### src/rtl/up_pkg.sv
// Shared types and constants for the up_fetch instruction fetch stage.
package up_pkg;

  localparam int UP_ADDR_W = 8;
  localparam int UP_DATA_W = 8;
  localparam logic [UP_ADDR_W-1:0] UP_RESET_PC = 8'h00;

  typedef enum logic [1:0] {
    FETCH,
    STALL,
    HALTED
  } fetch_state_e;

  typedef struct packed {
    logic [UP_DATA_W-1:0] data;
    logic [UP_ADDR_W-1:0] pc;
  } fetch_entry_t;

endpackage

### src/rtl/up_fetch_if.sv
// Memory read port and decoder handshake of the fetch stage, grouped as one bundle.
interface up_fetch_if
  import up_pkg::*;
#(
  parameter int ADDR_W = UP_ADDR_W,
  parameter int DATA_W = UP_DATA_W
);

  logic [ADDR_W-1:0] mem_addr;
  logic [DATA_W-1:0] mem_data;
  logic              mem_re;
  logic              jump;
  logic [ADDR_W-1:0] jump_addr;
  logic              halt;
  logic [DATA_W-1:0] instr;
  logic [ADDR_W-1:0] instr_pc;
  logic              instr_valid;
  logic              instr_ready;
  logic              halted;

  // master is the fetch stage, slave is the memory/decoder/core side
  modport master (
    output mem_addr, instr, instr_pc, instr_valid, halted,
    input  mem_data, mem_re, jump, jump_addr, halt, instr_ready
  );

  modport slave (
    input  mem_addr, instr, instr_pc, instr_valid, halted,
    output mem_data, mem_re, jump, jump_addr, halt, instr_ready
  );

endinterface

### src/rtl/up_fetch_fifo.sv
// Small synchronous prefetch FIFO of fetch entries; flush wins over push and pop.
module up_fetch_fifo
  import up_pkg::*;
#(
  parameter int DEPTH = 2
) (
  input  logic         clk,
  input  logic         rst,
  input  logic         push,
  input  logic         pop,
  input  logic         flush,
  input  fetch_entry_t wr_entry,
  output fetch_entry_t rd_entry,
  output logic         full,
  output logic         empty
);

  localparam int PW = $clog2(DEPTH);

  fetch_entry_t  slots [DEPTH];
  logic [PW-1:0] wr_ptr;
  logic [PW-1:0] rd_ptr;
  logic [PW:0]   count;
  logic          do_push;
  logic          do_pop;

  assign full     = (count == (PW+1)'(DEPTH));
  assign empty    = (count == '0);
  assign do_pop   = pop && !empty;
  // when full, a push is only accepted together with a pop freeing the head slot
  assign do_push  = push && (!full || do_pop);
  assign rd_entry = slots[rd_ptr];

  always_ff @(posedge clk) begin
    if (rst || flush) begin
      wr_ptr <= '0;
      rd_ptr <= '0;
      count  <= '0;
    end else begin
      if (do_push) begin
        slots[wr_ptr] <= wr_entry;
        wr_ptr        <= wr_ptr + PW'(1);
      end
      if (do_pop) begin
        rd_ptr <= rd_ptr + PW'(1);
      end
      case ({do_push, do_pop})
        2'b10:   count <= count + (PW+1)'(1);
        2'b01:   count <= count - (PW+1)'(1);
        default: count <= count;
      endcase
    end
  end

endmodule

### src/rtl/up_fetch.sv
// Instruction fetch stage: drives memory address, prefetches into a FIFO, hands entries to the decoder.
// Optional same-cycle bypass of an empty FIFO is enabled by defining UP_FETCH_BYPASS_EN.
module up_fetch
  import up_pkg::*;
#(
  parameter int                ADDR_W   = UP_ADDR_W,
  parameter int                DATA_W   = UP_DATA_W,
  parameter int                DEPTH    = 2,
  parameter logic [ADDR_W-1:0] RESET_PC = UP_RESET_PC
) (
  input logic        clk,
  input logic        rst,
  up_fetch_if.master bus
);

  fetch_state_e      state;
  logic [ADDR_W-1:0] fetch_pc;
  logic [DATA_W-1:0] mem_word;
  fetch_entry_t      new_entry;
  fetch_entry_t      head;
  fetch_entry_t      held;
  fetch_entry_t      shown;
  logic              show_valid;
  logic              fifo_full;
  logic              fifo_empty;
  logic              fifo_push;
  logic              fifo_pop;
  logic              take;
  logic              can_fetch;
  logic              consume_direct;

  assign mem_word  = bus.mem_data;
  assign new_entry = '{data: mem_word, pc: fetch_pc};

`ifdef UP_FETCH_BYPASS_EN
  logic bypass;
  assign bypass         = fifo_empty && (state == FETCH) && bus.mem_re && !bus.jump && !bus.halt;
  assign consume_direct = bypass && bus.instr_ready;
`else
  assign consume_direct = 1'b0;
`endif

  // an empty FIFO keeps showing whatever the decoder last saw
  always_comb begin
    shown      = held;
    show_valid = 1'b0;
    if (!fifo_empty) begin
      shown      = head;
      show_valid = 1'b1;
    end
`ifdef UP_FETCH_BYPASS_EN
    else if (bypass) begin
      shown      = new_entry;
      show_valid = 1'b1;
    end
`endif
  end

  assign take      = show_valid && bus.instr_ready;
  assign fifo_pop  = take && !fifo_empty;
  assign can_fetch = !bus.jump && !bus.halt && bus.mem_re && (!fifo_full || fifo_pop);
  assign fifo_push = can_fetch && !consume_direct;

  up_fetch_fifo #(
    .DEPTH (DEPTH)
  ) u_fifo (
    .clk      (clk),
    .rst      (rst),
    .push     (fifo_push),
    .pop      (fifo_pop),
    .flush    (bus.jump),
    .wr_entry (new_entry),
    .rd_entry (head),
    .full     (fifo_full),
    .empty    (fifo_empty)
  );

  // jump and halt may coincide: the redirect lands and the state still goes to HALTED
  always_ff @(posedge clk) begin
    if (rst) begin
      state    <= FETCH;
      fetch_pc <= RESET_PC;
      held     <= '0;
    end else begin
      held <= shown;
      if (bus.jump) begin
        fetch_pc <= bus.jump_addr;
      end else if (can_fetch) begin
        fetch_pc <= fetch_pc + ADDR_W'(1);
      end
      if (bus.halt) begin
        state <= HALTED;
      end else if (bus.jump || can_fetch || state == HALTED) begin
        state <= FETCH;
      end else begin
        state <= STALL;
      end
    end
  end

  assign bus.mem_addr    = fetch_pc;
  assign bus.instr       = shown.data;
  assign bus.instr_pc    = shown.pc;
  assign bus.instr_valid = show_valid;
  assign bus.halted      = (state == HALTED);

endmodule

### src/flat_wrapper.sv
// flat-port wrapper written by rule: the top's interface ports become plain ports
module up_fetch_flat import up_pkg::*;
#(
  parameter int                ADDR_W   = UP_ADDR_W,
  parameter int                DATA_W   = UP_DATA_W,
  parameter int                DEPTH    = 2,
  parameter logic [ADDR_W-1:0] RESET_PC = UP_RESET_PC
)
  (clk, rst, bus_mem_addr, bus_instr, bus_instr_pc, bus_instr_valid, bus_halted, bus_mem_data, bus_mem_re, bus_jump, bus_jump_addr, bus_halt, bus_instr_ready);
  up_fetch_if #(.ADDR_W(ADDR_W), .DATA_W(DATA_W)) bus_i ();
  input logic clk;
  input logic rst;
  output wire logic [$bits(bus_i.mem_addr)-1:0] bus_mem_addr;
  output wire logic [$bits(bus_i.instr)-1:0] bus_instr;
  output wire logic [$bits(bus_i.instr_pc)-1:0] bus_instr_pc;
  output wire logic [$bits(bus_i.instr_valid)-1:0] bus_instr_valid;
  output wire logic [$bits(bus_i.halted)-1:0] bus_halted;
  input wire logic [$bits(bus_i.mem_data)-1:0] bus_mem_data;
  input wire logic [$bits(bus_i.mem_re)-1:0] bus_mem_re;
  input wire logic [$bits(bus_i.jump)-1:0] bus_jump;
  input wire logic [$bits(bus_i.jump_addr)-1:0] bus_jump_addr;
  input wire logic [$bits(bus_i.halt)-1:0] bus_halt;
  input wire logic [$bits(bus_i.instr_ready)-1:0] bus_instr_ready;
  assign bus_mem_addr = bus_i.mem_addr;
  assign bus_instr = bus_i.instr;
  assign bus_instr_pc = bus_i.instr_pc;
  assign bus_instr_valid = bus_i.instr_valid;
  assign bus_halted = bus_i.halted;
  assign bus_i.mem_data = bus_mem_data;
  assign bus_i.mem_re = bus_mem_re;
  assign bus_i.jump = bus_jump;
  assign bus_i.jump_addr = bus_jump_addr;
  assign bus_i.halt = bus_halt;
  assign bus_i.instr_ready = bus_instr_ready;
  up_fetch #(.ADDR_W(ADDR_W), .DATA_W(DATA_W), .DEPTH(DEPTH), .RESET_PC(RESET_PC)) u_core (.clk(clk), .rst(rst), .bus(bus_i));
endmodule
### config.mk
export PLATFORM = sky130hd
export DESIGN_NAME = up_fetch_flat
export DESIGN_NICKNAME = d
export VERILOG_FILES = /design/src/rtl/up_pkg.sv /design/src/rtl/up_fetch_if.sv /design/src/rtl/up_fetch_fifo.sv /design/src/rtl/up_fetch.sv /design/src/flat_wrapper.sv
export SDC_FILE = /design/constraint.sdc
export NUM_CORES = 1
export LEC_CHECK = 0
export ABC_AREA = 1
export BUFFER_PORTS_ARGS = -buffer_cell sky130_fd_sc_hd__buf_4
export CELL_PAD_IN_SITES_DETAIL_PLACEMENT = 0
export CELL_PAD_IN_SITES_GLOBAL_PLACEMENT = 2
export CORE_MARGIN = 1
export CORE_UTILIZATION = 37
export CTS_CLUSTER_SIZE = 16
export DETAILED_ROUTE_END_ITERATION = 8
export PLACE_DENSITY = 0.84
export SETUP_SLACK_MARGIN = 0.4
export SYNTH_ARGS = -nofsm -noshare
export SYNTH_HDL_FRONTEND = slang
export SYNTH_HIERARCHICAL = 1
export SYNTH_SLANG_ARGS = --single-unit
### constraint.sdc
create_clock -name clk -period 5.7 [get_ports clk]
set_clock_uncertainty 0.05 [all_clocks]
set_input_delay 0.57 -clock clk [delete_from_list [all_inputs] [get_ports clk]]
set_output_delay 0.57 -clock clk [all_outputs]
set_load 0.01 [all_outputs]
==> results of run 1 <==
==> per-stage QoR <==
stage | worst slack [ps] | area [um2] | util [%] | total power, W
after global routing | 3058 | 3437 | 47.39 | 0.001044
after CTS | 3168 | 3437 | 47.39 | 0.001013
after global placement | 3294 | 3206 | 44.20 | 0.0005732
final | 3202 | 3437 | 47.39 | 0.0009997
after detailed placement | 3250 | 3206 | 44.20 | 0.0005740
after floorplan | 3244 | 2764 | - | 0.0005399
==> power breakdown <==
| part | switching [W] | internal (W) |
|---|---|---|
| clock network | 0.000168 | 0.000269 |
| registers | 0.00000899 | 0.000484 |
| logic | 0.0000377 | 0.0000317 |
==> per-layer routing <==
| layer | vias up | GRT usage [%] | share of wire, % |
|---|---|---|---|
| met3 | 6 | 3.358 | 4.1 |
| met4 | 0 | 7.918 | 1.6 |
| met5 | - | 0 | 0 |
| met2 | 45 | 23.92 | 46 |
| met1 | 847 | 19.73 | 49 |
| li1 | 1043 | - | - |
==> synth_stat cells, types with 2 or more instances <==
library cell  number
nor2_1            24
edfxtp_1          32
inv_1             20
buf_6              2
mux2_2            16
a21oi_2            3
nand3_1           13
nand4_1            2
clkbuf_1           2
nand2_1           88
a21oi_1           19
buf_2              4
nand2_2            4
nand2_4            3
dfxtp_1           31
o21ai_1            3
==> how the worst max path moves through the flow <==
stage / from / to / slack, ps
2_1_floorplan: bus_jump / u_core/u_fifo/slots[0][0]$_DFFE_PP_ / 3240
3_3_place_gp: u_core/u_fifo/count[0]$_SDFFE_PP0P_ / u_core/u_fifo/slots[0][11]$_DFFE_PP_ / 3290
3_5_place_dp: u_core/u_fifo/count[0]$_SDFFE_PP0P_ / u_core/u_fifo/slots[0][11]$_DFFE_PP_ / 3250
4_1_cts: flop / bus_instr_pc[5] / 3170
5_1_grt: u_core/u_fifo/count[0]$_SDFFE_PP0P_ / u_core/u_fifo/slots[0][8]$_DFFE_PP_ / 3060
6_report: u_core/u_fifo/count[0]$_SDFFE_PP0P_ / bus_instr_pc[6] / 3200
==> state kept, by name (all words and copies together), names as in the netlist, named ones only <==
register and flops:
u_core/state 2, u_core/u_fifo/slots 32, u_core/held 16, u_core/u_fifo/wr_ptr 1, u_core/u_fifo/count 2, u_core/bus.mem_addr 8, u_core/u_fifo/rd_ptr 1
==> area by class of cell <==
type,instances,area (um2),share of cell area (%)
clock inverter,5,80.08,2.330
multi-input combinational,189,1020,29.67
timing repair buffer,49,367.9,10.70
inverter,24,112.6,3.276
sequential,63,1582,46.01
tap,99,123.9,3.604
clock buffer,11,151.4,4.405
==> worst max-delay path, stage by stage, from the launching register on <==
cell and delay (ps):
dfxtp_1 350, inv_2 100, nand2_1 70, inv_1 480, inv_6 180, nand2_1 130
nand2_1 80, buf_4 150
==> cells by family after synthesis <==
family	after synthesis	synth area share, %
flops	63	57.22
compound gates	31	6.791
fa+ha+maj	1	0.4526
mux	16	6.519
simple gates	140	22.82
buf+inv	32	5.885
xor+xnor	1	0.3169
==> impl_metrics.env, run 1 <==
export IMPL_layout_common_cells="88 x nand2_1, 49 x buf_4, 32 x edfxtp_1, 31 x dfxtp_1, 24 x nor2_1"
export IMPL_synthesis_nets=307
export IMPL_reg2reg_slack_ps=3250
export IMPL_fin_nets=359
export IMPL_holdPathEnd="u_core/state[0]$_SDFF_PP0_"
export IMPL_post_drt_wl_per_cell_um=12.22
export IMPL_layout_commonest_cell="nand2_1"
export IMPL_synth_top_area_share_pct=34.77
export IMPL_async_reset_ff_share_pct=0
export IMPL_crit_arrival_ps=1880
export IMPL_cp_max_fo=19
export IMPL_run_status="completed"
export IMPL_hold_path_class="in2reg"
export IMPL_grt_max_degree=26
export IMPL_postCtsHoldBufs=0
export IMPL_clock_path_buffers=2
export IMPL_slew_limit_headroom_pct=48.27
export IMPL_vias=1941
export IMPL_clockRootBuffer="clkbuf_8"
export IMPL_dpl_hpwl_um=3657
export IMPL_grt_pass1_wl_um=8742
export IMPL_start_util_pct=38.11
export IMPL_cts_tree="yes"
export IMPL_drt_pass1_iter_count=4
export IMPL_finalCritPeriodShare_pct=43.83
export IMPL_crit_path_end_kind="output pin"
export IMPL_syn_area_per_cell_um2=9.732
export IMPL_core_area_mm2=0.007253
export IMPL_yosysSeqAreaShare_pct=57.22
export IMPL_track_usage_pct=15.22
export IMPL_placementRows=31
export IMPL_numPlacedInstances=424
export IMPL_drt_iter0_markers=66
export IMPL_drcViolationCount=0
export IMPL_io_pins=48
export IMPL_clk_pin_slew_worst_paths_ps=70
export IMPL_critical_path_required_ps=5080
export IMPL_die_width_um=88.43
export IMPL_cts_max_level=3
export IMPL_cts_sinks=63
export IMPL_numPortBuffers=47
export IMPL_r2r_end="u_core/u_fifo/slots[0][0]$_DFFE_PP_"
export IMPL_diodes=0
export IMPL_hold_viol_final=0
export IMPL_maxSlewViolCount=0
export IMPL_ys_types=34
export IMPL_power_density_mw_per_mm2=290.8
export IMPL_dieArea_mm2=0.007820
export IMPL_holdCritStartpoint="bus_halt"
export IMPL_cts_setup_buffers=0
export IMPL_fmax_mhz=400.2
export IMPL_synth_edf_count=32
export IMPL_synth_seq_cells=63
export IMPL_yosysWarnings=6
export IMPL_holdWs_ps=351.8
export IMPL_rsz0062_at_grt="no"
export IMPL_cts_resized=0
export IMPL_area_growth_pct=24.36
export IMPL_insertion_delay_ps=330
export IMPL_drv_cap=0
export IMPL_stdcell_count=440
export IMPL_finalCriticalPeriod_ps=2498
export IMPL_finalSetupTns_ps=0
export IMPL_yosys_area_top_type="edfxtp_1"
export IMPL_reg2regPathDepth=10
export IMPL_ir_worst_vdd_uv=132.0
export IMPL_layout_drive_gt1_share_pct=29.91
export IMPL_die_h_um=88.43
export IMPL_antenna_found_initial=0
export IMPL_fillers=699
export IMPL_setup_viol=0
export IMPL_gp_congestion=0.7012
export IMPL_yosys_top_cells_area="edfxtp_1 35%, dfxtp_1 22%, nand2_1 12%, mux2_2 6.5%, a21oi_1 3.4%"
export IMPL_start_kind="flop"
export IMPL_path_class="reg2out"
export IMPL_tightest_slew_ps=774.9
export IMPL_vias_per_cell=4.411
export IMPL_min_path_cells=2
export IMPL_syn_inst=284
export IMPL_grt_pass1_vias=1807
export IMPL_power_leakage_nw=1.430
export IMPL_cts_buffers=9
export IMPL_synth_ff_type="edfxtp_1"
export IMPL_syn_area_mm2=0.002764
export IMPL_reg2reg_from="u_core/u_fifo/count[0]$_SDFFE_PP0P_"
export IMPL_grt_ovfl_total=0
export IMPL_ant_nets=0
export IMPL_routed_wl_um=5375
(Power assumes the default switching activity.)
==> run 2, diff against run 1 <==
--- a/config.mk
+++ b/config.mk
@@ -10,10 +10,10 @@
 export CELL_PAD_IN_SITES_DETAIL_PLACEMENT = 0
 export CELL_PAD_IN_SITES_GLOBAL_PLACEMENT = 2
 export CORE_MARGIN = 1
-export CORE_UTILIZATION = 37
+export CORE_UTILIZATION = 31
 export CTS_CLUSTER_SIZE = 16
 export DETAILED_ROUTE_END_ITERATION = 8
-export PLACE_DENSITY = 0.84
+export PLACE_DENSITY = 0.75
 export SETUP_SLACK_MARGIN = 0.4
 export SYNTH_ARGS = -nofsm -noshare
 export SYNTH_HDL_FRONTEND = slang
==> constraint.sdc (replaced) <==
create_clock -name clk -period 2 [get_ports clk]
set_clock_uncertainty 0.05 [all_clocks]
set_input_delay 0.2 -clock clk [delete_from_list [all_inputs] [get_ports clk]]
set_output_delay 0.2 -clock clk [all_outputs]
set_load 0.01 [all_outputs]
==> run 2 against run 1 <==
  * Wire length rose by 16%
  * Non-clock buffer count grew 23
  * Hold slack got worse by 250 ps
  * Critical endpoint is now bus_instr_pc[3]
  * Largest power group unchanged
==> impl_metrics.env, run 2 (synthesis results as in run 1) <==
export IMPL_cts_tree="yes"
export IMPL_crit_arrival_ps=1480
export IMPL_rsz0062_at_grt="yes"
export IMPL_placementRows=34
export IMPL_cts_sinks=63
export IMPL_reg2reg_from="u_core/u_fifo/count[1]$_SDFFE_PP0P_"
export IMPL_dieArea_mm2=0.009298
export IMPL_hold_path_class="in2reg"
export IMPL_crit_path_end_kind="output pin"
export IMPL_drv_cap=0
export IMPL_cts_max_level=3
export IMPL_switching_share_pct=25.27
export IMPL_run_status="completed"
export IMPL_grt_pass1_wl_um=9991
export IMPL_ant_nets=0
export IMPL_ir_worst_vdd_uv=267.0
export IMPL_insertion_delay_ps=330
export IMPL_numPortBuffers=47
export IMPL_die_width_um=96.43
export IMPL_internal_power_w=0.001945
export IMPL_layout_common_cells="65 x nand2_1, 50 x buf_4, 32 x edfxtp_1, 28 x dfxtp_1, 22 x nor2_1"
export IMPL_power_density_mw_per_mm2=670.0
export IMPL_drt_pass1_iter_count=4
export IMPL_finalSetupTns_ps=0
export IMPL_numPlacedInstances=437
export IMPL_grt_pass1_vias=2049
export IMPL_die_h_um=96.43
export IMPL_reg2regPathDepth=10
export IMPL_fin_nets=382
export IMPL_layout_commonest_cell="nand2_1"
export IMPL_crit_path_top_delay_cell="dfxtp_4"
export IMPL_seq_power_share_pct=53.9
export IMPL_start_kind="flop"
export IMPL_vias=2114
export IMPL_clock_path_buffers=2
export IMPL_stdcell_count=472
export IMPL_dpl_hpwl_um=3884
export IMPL_drcViolationCount=0
export IMPL_top_register="u_core/u_fifo/slots"
export IMPL_largest_reg_flops=32
export IMPL_cp_max_fo=8
export IMPL_layout_drive_gt1_share_pct=41.76
export IMPL_p_switching_w=0.0006579
export IMPL_gp_congestion=0.7551
export IMPL_reg2reg_slack_ps=280
export IMPL_start_util_pct=31.85
export IMPL_worst_path_buf_inv=2
export IMPL_clockRootBuffer="clkbuf_8"
export IMPL_vias_per_cell=4.479
export IMPL_cts_buffers=9
export IMPL_area_growth_pct=40.56
export IMPL_holdCritStartpoint="bus_halt"
export IMPL_grt_max_degree=26
export IMPL_path_class="reg2out"
export IMPL_p_clk_share_pct=36.7
export IMPL_p_comb_share_pct=9.4
export IMPL_slowest_delay_ps=400
export IMPL_maxSlewViolCount=0
export IMPL_power_leakage_nw=1.613
export IMPL_critical_path_required_ps=1750
export IMPL_drt_iter0_markers=59
export IMPL_min_path_cells=3
export IMPL_diodes=0
export IMPL_core_area_mm2=0.008678
export IMPL_slew_limit_headroom_pct=76.20
export IMPL_grt_ovfl_total=0
export IMPL_holdPathEnd="u_core/state[1]$_SDFF_PP0_"
export IMPL_setup_viol=0
export IMPL_hold_viol_final=0
export IMPL_clk_pin_slew_worst_paths_ps=70
export IMPL_finalCritPeriodShare_pct=86.63
export IMPL_io_pins=48
export IMPL_antenna_found_initial=0
export IMPL_track_usage_pct=14.60
export IMPL_finalCriticalPeriod_ps=1733
export IMPL_routed_wl_um=6227
export IMPL_post_drt_wl_per_cell_um=13.19
export IMPL_fmax_mhz=577.2
export IMPL_tightest_slew_ps=356.5
export IMPL_r2r_end="u_core/u_fifo/slots[0][1]$_DFFE_PP_"
export IMPL_critPathTopFamily="flip-flops"
export IMPL_worstPathCellList="buf_12, mux2_2, nand2_2, nand2_1, buf_4"
run 2: cell types whose count changed in the layout (fill, tap and decap cells not counted), moves of 6 or more:
| cell | delta |
|---|---|
| dlygate4sd3_1 | +9 |
| mux2_2 | -9 |
| nand2_2 | +17 |
| nand2_4 | +6 |
| mux2_4 | +9 |
| inv_1 | -6 |
| nand2_1 | -23 |
run 2: cell type report:
type / count / area, um2
Fill cell: 887 / 4793
Sequential cell: 63 / 1590
Multi-Input combinational cell: 189 / 1171
Timing Repair Buffer: 72 / 689.4
Tap cell: 108 / 135.1
Inverter: 24 / 127.6
Clock buffer: 9 / 123.9
Clock inverter: 7 / 47.55
run 2: timing repair:
action / 4_1_cts / 5_1_grt
pin swaps: 1 / 4
endpoints found under the hold margin: 17 / 0
resized for setup: 53 / 20
hold buffers: 9 / 0
cloned: 2 / 1
setup buffers: 7 / 0
setup endpoints to repair: 51 / 51
run 2: stage by stage:
| step | cell area [um2] | hold slack (ps) | util [%] | setup slack (ps) | power [W] |
|---|---|---|---|---|---|
| CTS | 3791 | 85.11 | 43.69 | 247.8 | 0.002643 |
| detailed placement | 3277 | 326.0 | 37.76 | 149.3 | 0.001646 |
| finish | 3885 | 103.1 | 44.77 | 267.4 | 0.002603 |
| floorplan | 2781 | 212.4 | - | 72.34 | 0.001541 |
| global placement | 3277 | 325.5 | 37.76 | 188.7 | 0.001644 |
| global route | 3885 | 87.27 | 44.77 | 199.8 | 0.002741 |
run 2: power by group through the flow:
stage | clock network (W) | registers (W) | logic (W)
after floorplan | 0 | 0.00143 | 0.000110
after global placement | 0 | 0.00144 | 0.000209
after detailed placement | 0 | 0.00143 | 0.000211
after CTS | 0.000998 | 0.00140 | 0.000242
after global routing | 0.00106 | 0.00141 | 0.000270
final | 0.000956 | 0.00140 | 0.000244
run 2: how the worst max path moves through the flow:
stage                                                      end  depth (start not counted)
after CTS                                      bus_instr_pc[5]                          5
after global routing                           bus_instr_pc[3]                          5
after detailed placement  u_core/u_fifo/slots[0][11]$_DFFE_PP_                         10
after global placement    u_core/u_fifo/slots[0][13]$_DFFE_PP_                         10
after floorplan            u_core/u_fifo/slots[0][0]$_DFFE_PP_                         10
final                                          bus_instr_pc[3]                          5
run 2: worst reg2reg max path, stage by stage (launching register included):
cell and delay, ps:
dfxtp_4 380, inv_4 40, nand2_4 70, inv_6 50
inv_8 60, a21oi_4 60, nor2_8 90, o21ai_4 60
or2_4 240, nor2_4 150, clkbuf_16 190
run 2: layer usage:
metal / vias to the layer above / part of all wire (%) / wire length [um] / global-route usage [%]
li1: 1093 / - / - / -
met1: 970 / 47 / 2922 / 17.66
met2: 49 / 48 / 2991 / 25.06
met3: 2 / 4.5 / 283 / 4.773
met4: 0 / 0.47 / 29 / 3.676
met5: - / 0 / 0 / 0
